`src/rtl/us_cmd_sched_pkg.sv`:
```
// rtl/us_cmd_sched_pkg.sv - shared upstream command entry layout, type codes and len helpers
package us_cmd_sched_pkg;

    // Command type codes in entry bits [63:62]
    localparam logic [1:0] US_CMD_CPL  = 2'b00;
    localparam logic [1:0] US_CMD_CPLD = 2'b01;
    localparam logic [1:0] US_CMD_WR32 = 2'b10;
    localparam logic [1:0] US_CMD_INV  = 2'b11;

    // Entry field bit positions
    localparam int ENTRY_TYPE_HI = 63;
    localparam int ENTRY_TYPE_LO = 62;
    localparam int ENTRY_LEN_HI  = 61;
    localparam int ENTRY_LEN_LO  = 57;
    localparam int ENTRY_ID_HI   = 56;
    localparam int ENTRY_ID_LO   = 55;
    localparam int ENTRY_ADDR_HI = 31;

    // Completion fields {tc,td,ep,attr,len,rid,tag,be,addr[7:0]} occupy entry [54:0]
    localparam int CPL_FIELDS_W = 55;
    typedef logic [CPL_FIELDS_W-1:0] cpl_fields_t;

    // Accepted len exponent range (4 B .. 4 KB)
    localparam int LEN_MIN = 2;
    localparam int LEN_MAX = 12;

    // Byte counters are 13 bits wide so a full 4 KB command fits
    localparam int REM_W = 13;

    typedef enum logic [2:0] {
        ST_IDLE,
        ST_FETCH,
        ST_LATCH,
        ST_CPL_REQ,
        ST_WR_CALC,
        ST_WR_REQ,
        ST_DONE
    } us_sched_state_t;

    // Clamp the len exponent into range and convert to a byte count
    function automatic logic [REM_W-1:0] len_to_bytes(input logic [4:0] len);
        logic [4:0] l;
        if (len < 5'(LEN_MIN)) begin
            l = 5'(LEN_MIN);
        end else if (len > 5'(LEN_MAX)) begin
            l = 5'(LEN_MAX);
        end else begin
            l = len;
        end
        return 13'd1 << l;
    endfunction

endpackage

```
`src/rtl/us_cmd_sched_wr_chunker.sv`:
```
// rtl/us_cmd_sched_wr_chunker.sv - min of remaining bytes, max payload and distance to next 4 KB boundary
module us_wr_chunker
    import us_cmd_sched_pkg::*;
#(
    parameter int MAX_PAYLOAD_BYTES = 128
) (
    input  logic [REM_W-1:0] remaining,
    input  logic [11:0]      addr_low,
    output logic [REM_W-1:0] chunk,
    output logic             last
);

    localparam logic [REM_W-1:0] MPS = REM_W'(MAX_PAYLOAD_BYTES);

    logic [REM_W-1:0] dist_4k;
    logic [REM_W-1:0] lim;

    // Pick the smallest of the three limits; last when it consumes everything left
    always_comb begin
        dist_4k = 13'd4096 - {1'b0, addr_low};
        lim     = (remaining < MPS) ? remaining : MPS;
        chunk   = (dist_4k < lim) ? dist_4k : lim;
        last    = (chunk == remaining);
    end

endmodule

```
`src/rtl/us_cmd_sched.sv`:
```
// rtl/us_cmd_sched.sv - upstream command scheduler: FIFO pop, completion dispatch, WR32 TLP chunking
module us_cmd_sched
    import us_cmd_sched_pkg::*;
#(
    parameter int MAX_PAYLOAD_BYTES = 128
) (
    input  logic         clk,
    input  logic         rst_n,
    input  logic         fifo_empty_i,
    input  logic [127:0] fifo_dout_i,
    output logic         fifo_rd_en_o,
    output logic         tx_cpl_req_o,
    output logic         tx_cpl_with_data_o,
    output logic [54:0]  tx_cpl_fields_o,
    input  logic         tx_cpl_done_i,
    output logic         tx_wr_req_o,
    output logic [31:0]  tx_wr_addr_o,
    output logic [9:0]   tx_wr_len_dw_o,
    output logic         tx_wr_last_o,
    input  logic         tx_wr_ack_i,
    output logic         cmd_compl_o,
    output logic [1:0]   cmd_id_o,
    output logic         busy_o
);

    us_sched_state_t  state;
    logic [31:0]      addr_q;
    logic [REM_W-1:0] remaining_q;
    logic [REM_W-1:0] chunk_q;
    logic [1:0]       id_q;

    logic [REM_W-1:0] chunk;
    logic             chunk_last;

    logic [1:0]       entry_type;
    logic             unused_hi;

    assign entry_type = fifo_dout_i[ENTRY_TYPE_HI:ENTRY_TYPE_LO];
    assign unused_hi  = ^fifo_dout_i[127:64];
    assign busy_o     = (state != ST_IDLE);

    us_wr_chunker #(
        .MAX_PAYLOAD_BYTES(MAX_PAYLOAD_BYTES)
    ) u_chunker (
        .remaining(remaining_q),
        .addr_low (addr_q[11:0]),
        .chunk    (chunk),
        .last     (chunk_last)
    );

    // Command FSM: pop one entry, dispatch it, and hold each request until the TX engine responds
    always_ff @(posedge clk) begin
        if (!rst_n) begin
            state              <= ST_IDLE;
            addr_q             <= '0;
            remaining_q        <= '0;
            chunk_q            <= '0;
            id_q               <= '0;
            fifo_rd_en_o       <= 1'b0;
            tx_cpl_req_o       <= 1'b0;
            tx_cpl_with_data_o <= 1'b0;
            tx_cpl_fields_o    <= '0;
            tx_wr_req_o        <= 1'b0;
            tx_wr_addr_o       <= '0;
            tx_wr_len_dw_o     <= '0;
            tx_wr_last_o       <= 1'b0;
            cmd_compl_o        <= 1'b0;
            cmd_id_o           <= '0;
        end else begin
            fifo_rd_en_o <= 1'b0;
            cmd_compl_o  <= 1'b0;
            case (state)
                ST_IDLE: begin
                    if (!fifo_empty_i) begin
                        fifo_rd_en_o <= 1'b1;
                        state        <= ST_FETCH;
                    end
                end
                ST_FETCH: begin
                    state <= ST_LATCH;
                end
                ST_LATCH: begin
                    id_q        <= fifo_dout_i[ENTRY_ID_HI:ENTRY_ID_LO];
                    addr_q      <= {fifo_dout_i[ENTRY_ADDR_HI:2], 2'b00};
                    remaining_q <= len_to_bytes(fifo_dout_i[ENTRY_LEN_HI:ENTRY_LEN_LO]);
                    case (entry_type)
                        US_CMD_CPL, US_CMD_CPLD: begin
                            tx_cpl_fields_o    <= fifo_dout_i[CPL_FIELDS_W-1:0];
                            tx_cpl_with_data_o <= (entry_type == US_CMD_CPLD);
                            tx_cpl_req_o       <= 1'b1;
                            state              <= ST_CPL_REQ;
                        end
                        US_CMD_WR32: begin
                            state <= ST_WR_CALC;
                        end
                        default: begin
                            state <= ST_IDLE;
                        end
                    endcase
                end
                ST_CPL_REQ: begin
                    if (tx_cpl_done_i) begin
                        tx_cpl_req_o <= 1'b0;
                        state        <= ST_IDLE;
                    end
                end
                ST_WR_CALC: begin
                    tx_wr_addr_o   <= addr_q;
                    tx_wr_len_dw_o <= chunk[11:2];
                    tx_wr_last_o   <= chunk_last;
                    chunk_q        <= chunk;
                    tx_wr_req_o    <= 1'b1;
                    state          <= ST_WR_REQ;
                end
                ST_WR_REQ: begin
                    if (tx_wr_ack_i) begin
                        tx_wr_req_o <= 1'b0;
                        addr_q      <= addr_q + {19'd0, chunk_q};
                        remaining_q <= remaining_q - chunk_q;
                        if (tx_wr_last_o) begin
                            cmd_compl_o <= 1'b1;
                            cmd_id_o    <= id_q;
                            state       <= ST_DONE;
                        end else begin
                            state <= ST_WR_CALC;
                        end
                    end
                end
                ST_DONE: begin
                    state <= ST_IDLE;
                end
                default: begin
                    state <= ST_IDLE;
                end
            endcase
        end
    end

endmodule

```
`config.mk`:
```
export PLATFORM = sky130hd
export DESIGN_NAME = us_cmd_sched
export DESIGN_NICKNAME = d
export VERILOG_FILES = /design/src/rtl/us_cmd_sched_pkg.sv /design/src/rtl/us_cmd_sched_wr_chunker.sv /design/src/rtl/us_cmd_sched.sv
export SDC_FILE = /design/constraint.sdc
export NUM_CORES = 1
export LEC_CHECK = 0
export BUFFER_PORTS_ARGS = -buffer_cell sky130_fd_sc_hd__buf_2
export CORE_ASPECT_RATIO = 1.2
export CORE_MARGIN = 8
export CORE_UTILIZATION = 48
export CTS_BUF_LIST = sky130_fd_sc_hd__clkbuf_16
export CTS_CLUSTER_SIZE = 28
export DETAILED_ROUTE_END_ITERATION = 8
export PLACE_DENSITY = 0.88
export SETUP_SLACK_MARGIN = 0.1
export SLEW_MARGIN = 20
export SYNTH_ARGS = -nofsm -noshare
export SYNTH_HDL_FRONTEND = slang
export SYNTH_SLANG_ARGS = --single-unit
```
`constraint.sdc`:
```
create_clock -name clk -period 3.9 [get_ports clk]
set_input_delay 0 -clock clk [delete_from_list [all_inputs] [get_ports clk]]
set_output_delay 0 -clock clk [all_outputs]
set_load 0.005 [all_outputs]
```
Word-level counts from Yosys, hierarchy flattened
Cells that the tools add are included.

Add/sub/neg operators: 3. Order comparisons: 4. Equality and inequality tests: 12. Shift operators: 1. Muxes and demuxes: 23. Reduce and logical (&&, ||, !) cells: 15.

Operators by type and width (count): case mux 32 bit (2 select lines) (1); 2-to-1 mux 13 bit (3); adder 32 x 13 -> 32 bit (1); 2-to-1 mux 32 bit (1); case mux 13 bit (2 select lines) (1); 2-to-1 mux 5 bit (4); case mux 3 bit (6 select lines) (1); equality test 13 bit (1); < comparator 13 bit (1); < comparator 13 x 8 -> 1 bit, second input constant (1); left shift 1 x 5 -> 13 bit, first input constant (1); subtractor 13 x 12 -> 13 bit, first input constant (1); subtractor 13 bit (1); AND reduction 3 bit (4); 2-to-1 mux 3 bit (3); != test 2 bit, second input constant (4); AND reduction 2 bit (4); equality test 3 x 2 -> 1 bit, second input constant (2); equality test 3 bit, second input constant (2); case mux 3 bit (2 select lines) (1); nonzero test 2 bit (3); > comparator 5 x 4 -> 1 bit, second input constant (1); < comparator 5 x 2 -> 1 bit, second input constant (1); 2-to-1 mux 1 bit (5); 9 further kinds (10).

Register bits after elaboration: 168. Input port bits: 133. Output and inout port bits: 106.

Logic depth before layout (Yosys ltp)
Depth in word-level cells: 7. Mapped depth: 17.

Cells and area by module
From an unflattened synthesis, not the netlist that was laid out.

Cells, all modules: 1126. Area, all modules: 8565.7 um2.

By module, submodules not included: us_cmd_sched (times used 1, cells each 990, area an instance 7616.1 um2, seq. area each 3163.0 um2); us_wr_chunker (times used 1, cells each 136, area an instance 949.7 um2, seq. area each 0.0 um2).

Worst setup path after synthesis
No wires, ideal clock.

Path type: register to register. Start: reg addr_q[0]. End: reg tx_wr_last_o. Library setup time: 84 ps. Data arrival time: 3738 ps. Setup slack: 78 ps. Cell stages (with the launch flop): 13. Path buffers: 1. Period minus slack after synthesis: 3822 ps. Cell sequence: dfxtp_1 > buf_6 > or4_4 > or4_2 > and2_1 > ha_1 > nand2_1 > o21ai_0 > a221oi_1 > nand2_1 > or4_1 > a2bb2oi_1 > o31ai_2.

Word-level cells in the longest chain between the ends: 4.

RTL lines: from (decl) (RTL line us_cmd_sched.sv:27) `logic [31:0] addr_q;`; from (signal assigned) (RTL line us_cmd_sched.sv:84) `addr_q <= {fifo_dout_i[ENTRY_ADDR_HI:2], 2'b00};`; from (signal assigned) (RTL line us_cmd_sched.sv:118) `addr_q <= addr_q + {19'd0, chunk_q};`; subtractor 13 x 12 -> 13 bit (*) (RTL line us_cmd_sched_wr_chunker.sv:20) `dist_4k = 13'd4096 - {1'b0, addr_low};`; < comparator 13 bit (RTL line us_cmd_sched_wr_chunker.sv:22) `chunk = (dist_4k < lim) ? dist_4k : lim;`; 2-to-1 mux 13 bit (*) (RTL line us_cmd_sched_wr_chunker.sv:22); equality test 13 bit (*) (RTL line us_cmd_sched_wr_chunker.sv:23) `last = (chunk == remaining);`; to (signal assigned) (RTL line us_cmd_sched.sv:110) `tx_wr_last_o <= chunk_last;`; to (decl) (RTL line us_cmd_sched.sv:19) `output logic tx_wr_last_o,`.

Mark *: on every way between the ends. The rest lies on a longest branch, timed or not. A chain may end at the register's enable or synchronous reset.

Final worst setup path
Same ends and word-level chain as after synthesis.

==> impl_metrics.py <==
metrics = {
    "floorplan": {
        "io_pins": 239,
        "initial_utilization": 0.4861,
        "core-area_mm2": 0.01744,
        "fp.dieArea_mm2": 0.02219,
        "die_y_um": 161.6,
        "die_w_um": 137.3,
        "rows": 53,
    },
    "worst_setup_path": {
        "cp_slowest_stage_delay_ps": 640,
        "crit_type": "reg2reg",
        "end_kind": "register",
        "cp_cell_sequence": "or4_4 > or4_2 > and2_4 > ha_1 > nand2_1 > o21ai_0 > a221oi_2 > nand2_1 > or4_1 > a2bb2oi_1 > o31ai_2",
        "arrival_ps": 3970,
        "cp_common_cell": "nand2_1",
        "r2r_cells": 11,
        "slowest_stage": "or4_2",
        "start_kind": "register",
        "path_max_fanout": 5,
        "required_ps": 4240,
    },
    "timing": {
        "relSlewSlack": 0.3989,
        "setup_slack_ps": 274.7,
        "min_period_over_period": 0.9296,
        "hold_viol": 0,
        "rsz0062_at_grt": "false",
        "fmax_mhz": 275.8,
        "tns_ps": 0,
        "maxSlewViolCount": 0,
        "finClkSkew_ps": 10.26,
        "setup_violations": 0,
        "period_needed_ps": 3625,
        "tightest_slew_ps": 895.6,
    },
    "clock_network": {
        "clk_path_buf_depth": 2,
        "cts-root-buf": "clkbuf_16",
        "clkLatencyLatePin_ps": 420,
        "cts.sinks": 158,
        "h-tree-depth": 4,
        "clk_pin_slew_ps": 60,
        "cts_buffers": 17,
        "cts_tree": "built",
    },
    "place": {
        "dpl.hpwl_um": 19100,
        "port-buffer-count": 174,
        "placedCellCount": 1449,
        "pre_cts_ws_ps": 262.9,
        "routabilityCongestion": 0.9580,
        "place_area_mm2": 0.009515,
    },
    "power": {
        "pwr_density_cell_mw_per_mm2": 413.3,
        "p_seq_frac": 0.389,
        "p_leak_nw": 4.440,
        "p_int_w": 0.003087,
        "switching_share": 0.3065,
        "power.switching_w": 0.001364,
        "ir_drop_uv": 307.2,
        "power.share.clock": 0.369,
        "power_frac_comb": 0.242,
    },
    "route": {
        "drc_errors": 0,
        "routed-via-count": 9097,
        "drtAntennaViolNets": 0,
        "drt_iter0_markers": 846,
        "drt_pass1_iterations": 5,
        "viasPerCell": 5.877,
        "routed_wl_um": 28130,
        "wire_per_inst_um": 18.17,
    },
    "status": {
        "outcome": "finished clean",
    },
    "finish": {
        "num_antenna_cells": 0,
        "fin_area_mm2": 0.01077,
        "final_cells": 1548,
        "multiInputGateArea_mm2": 0.004841,
        "nNetsFinal": 1488,
        "area_growth_pct": 27.04,
        "nFillCells": 1487,
        "layout-drive-gt1-share": 0.1965,
        "layout.area.seq_mm2": 0.003163,
    },
    "synthesis": {
        "ys.flop_type": "dfxtp_1",
        "synthCells": 1102,
        "netlist_top_cells_area": "dfxtp_1 37%, nand2_1 11%, a21oi_1 8.7%",
        "synth.top_cell.area_share": 0.3731,
        "ys_seq_area_frac": 0.3731,
        "syn-cell-area_mm2": 0.008478,
        "synth_most_common_cell": "nand2_1",
        "syn_area_per_cell_um2": 7.693,
        "synth_seq_cells": 158,
        "synth-edff-count": 0,
        "yosysTopAreaCell": "dfxtp_1",
        "async_reset_ff_frac": 0,
        "yosys_warnings": 0,
        "yosysUniqueCellTypes": 72,
        "synth_common_cells": "245 x nand2_1, 158 x dfxtp_1, 147 x a21oi_1, 58 x clkbuf_1, 54 x nor2_1",
    },
    "worst_hold_path": {
        "holdPathStages": 3,
        "min_path_type": "in2reg",
    },
    "global_routing": {
        "overflow": 0,
        "grt_max_degree": 73,
        "grt_pass1_wl_um": 44440,
        "grt_pass1_vias": 8884,
        "gr-usage-all-layers": 0.2505,
        "grt_antenna_before_repair": 0,
    },
    "run": {
        "drv_cap": 0,
    },
}
==> routing by layer <==
metal  part of all wire  wire (um)  GRT usage  vias to the layer above
met4              0.054       1526     0.1470                        0
met2               0.50      13990     0.4323                      431
met5                  0          0          0                        -
met1               0.37      10380     0.2710                     4230
li1                   -          -          -                     4327
met3              0.079       2233    0.05998                      109
==> state kept, by name, indices dropped and copies added, names as in the netlist <==
name and flops:
tx_wr_len_dw_o 9, tx_cpl_req_o 1, id_q 2, tx_wr_addr_o 32, cmd_compl_o 1, tx_wr_last_o 1
tx_wr_req_o 1, cmd_id_o 2, chunk_q 4, tx_cpl_fields_o 55, fifo_rd_en_o 1, remaining_q 13
tx_cpl_with_data_o 1, addr_q 32, state 3
==> layout by cell type (no fill, tap or decap), types with 17 or more instances in the layout <==
cell type        n
a21oi_1        147
inv_1           33
nor3_1          34
a211oi_1        22
nor2_1          53
nand2_1        245
clkbuf_16       17
a311oi_1        19
buf_4           34
ha_1            38
buf_2          174
dfxtp_1        158
dlygate4sd3_1   67
nand3_1         23
o21ai_0         35
==> power by group through the flow <==
stage	clock network (W)	registers [W]	logic, W
finish	0.00164	0.00173	0.00108
CTS	0.00166	0.00173	0.00104
floorplan	0	0.00174	0.000678
detailed placement	0	0.00177	0.000976
global placement	0	0.00176	0.000963
global route	0.00172	0.00174	0.00117
==> worst max-delay path: cells and delay by family (launching register included) <==
| family | cells | cell delay [ps] |
|---|---|---|
| AOI/OAI and AO/OA | 4 | 800 |
| DFF | 1 | 310 |
| and+or+nand+nor | 6 | 2150 |
| adders and majority gates | 1 | 290 |
==> logic make-up after synthesis <==
group | synth area share
simple gates | 0.2434
compound gates | 0.2288
flops | 0.3731
buf+inv | 0.06080
fa+ha+maj | 0.06080
xor+xnor | 0.02538
mux | 0.007379
other cells | 0.0004423
==> what timing repair did <==
item                       CTS  global route
hold endpoints to repair    91             0
gates resized for setup      0             3
setup buffers                0             0
setup endpoints to repair    0             3
hold buffers                67             0
==> worst paths after layout <==
check,endpoint,slack (ps),startpoint
worst min register to register,tx_wr_addr_o[1],450,tx_wr_addr_o[1]
worst max-delay path,tx_wr_last_o,270,addr_q[0]
worst max register to register,tx_wr_last_o,270,addr_q[0]
worst min-delay path,remaining_q[3],30,fifo_dout_i[57]
==> cell type report <==
type | instances | share of cell area
inverter | 32 | 0.01138
clock inverter | 15 | 0.01359
clock buffer | 17 | 0.03950
sequential | 158 | 0.2937
tap | 220 | 0.02556
timing repair buffer | 275 | 0.1668
multi-input combinational | 831 | 0.4495
==> through the flow <==
step / hold slack, ps / power [W] / util
final: 28.79 / 0.004452 / 0.6175
after global routing: 53.78 / 0.004635 / 0.6175
after CTS: 0.7859 / 0.004429 / 0.6168
after detailed placement: 245.7 / 0.002743 / 0.5456
after global placement: 239.1 / 0.002726 / 0.5456
after floorplan: 79.31 / 0.002422 / -
Power figures use the tool's default switching activity.
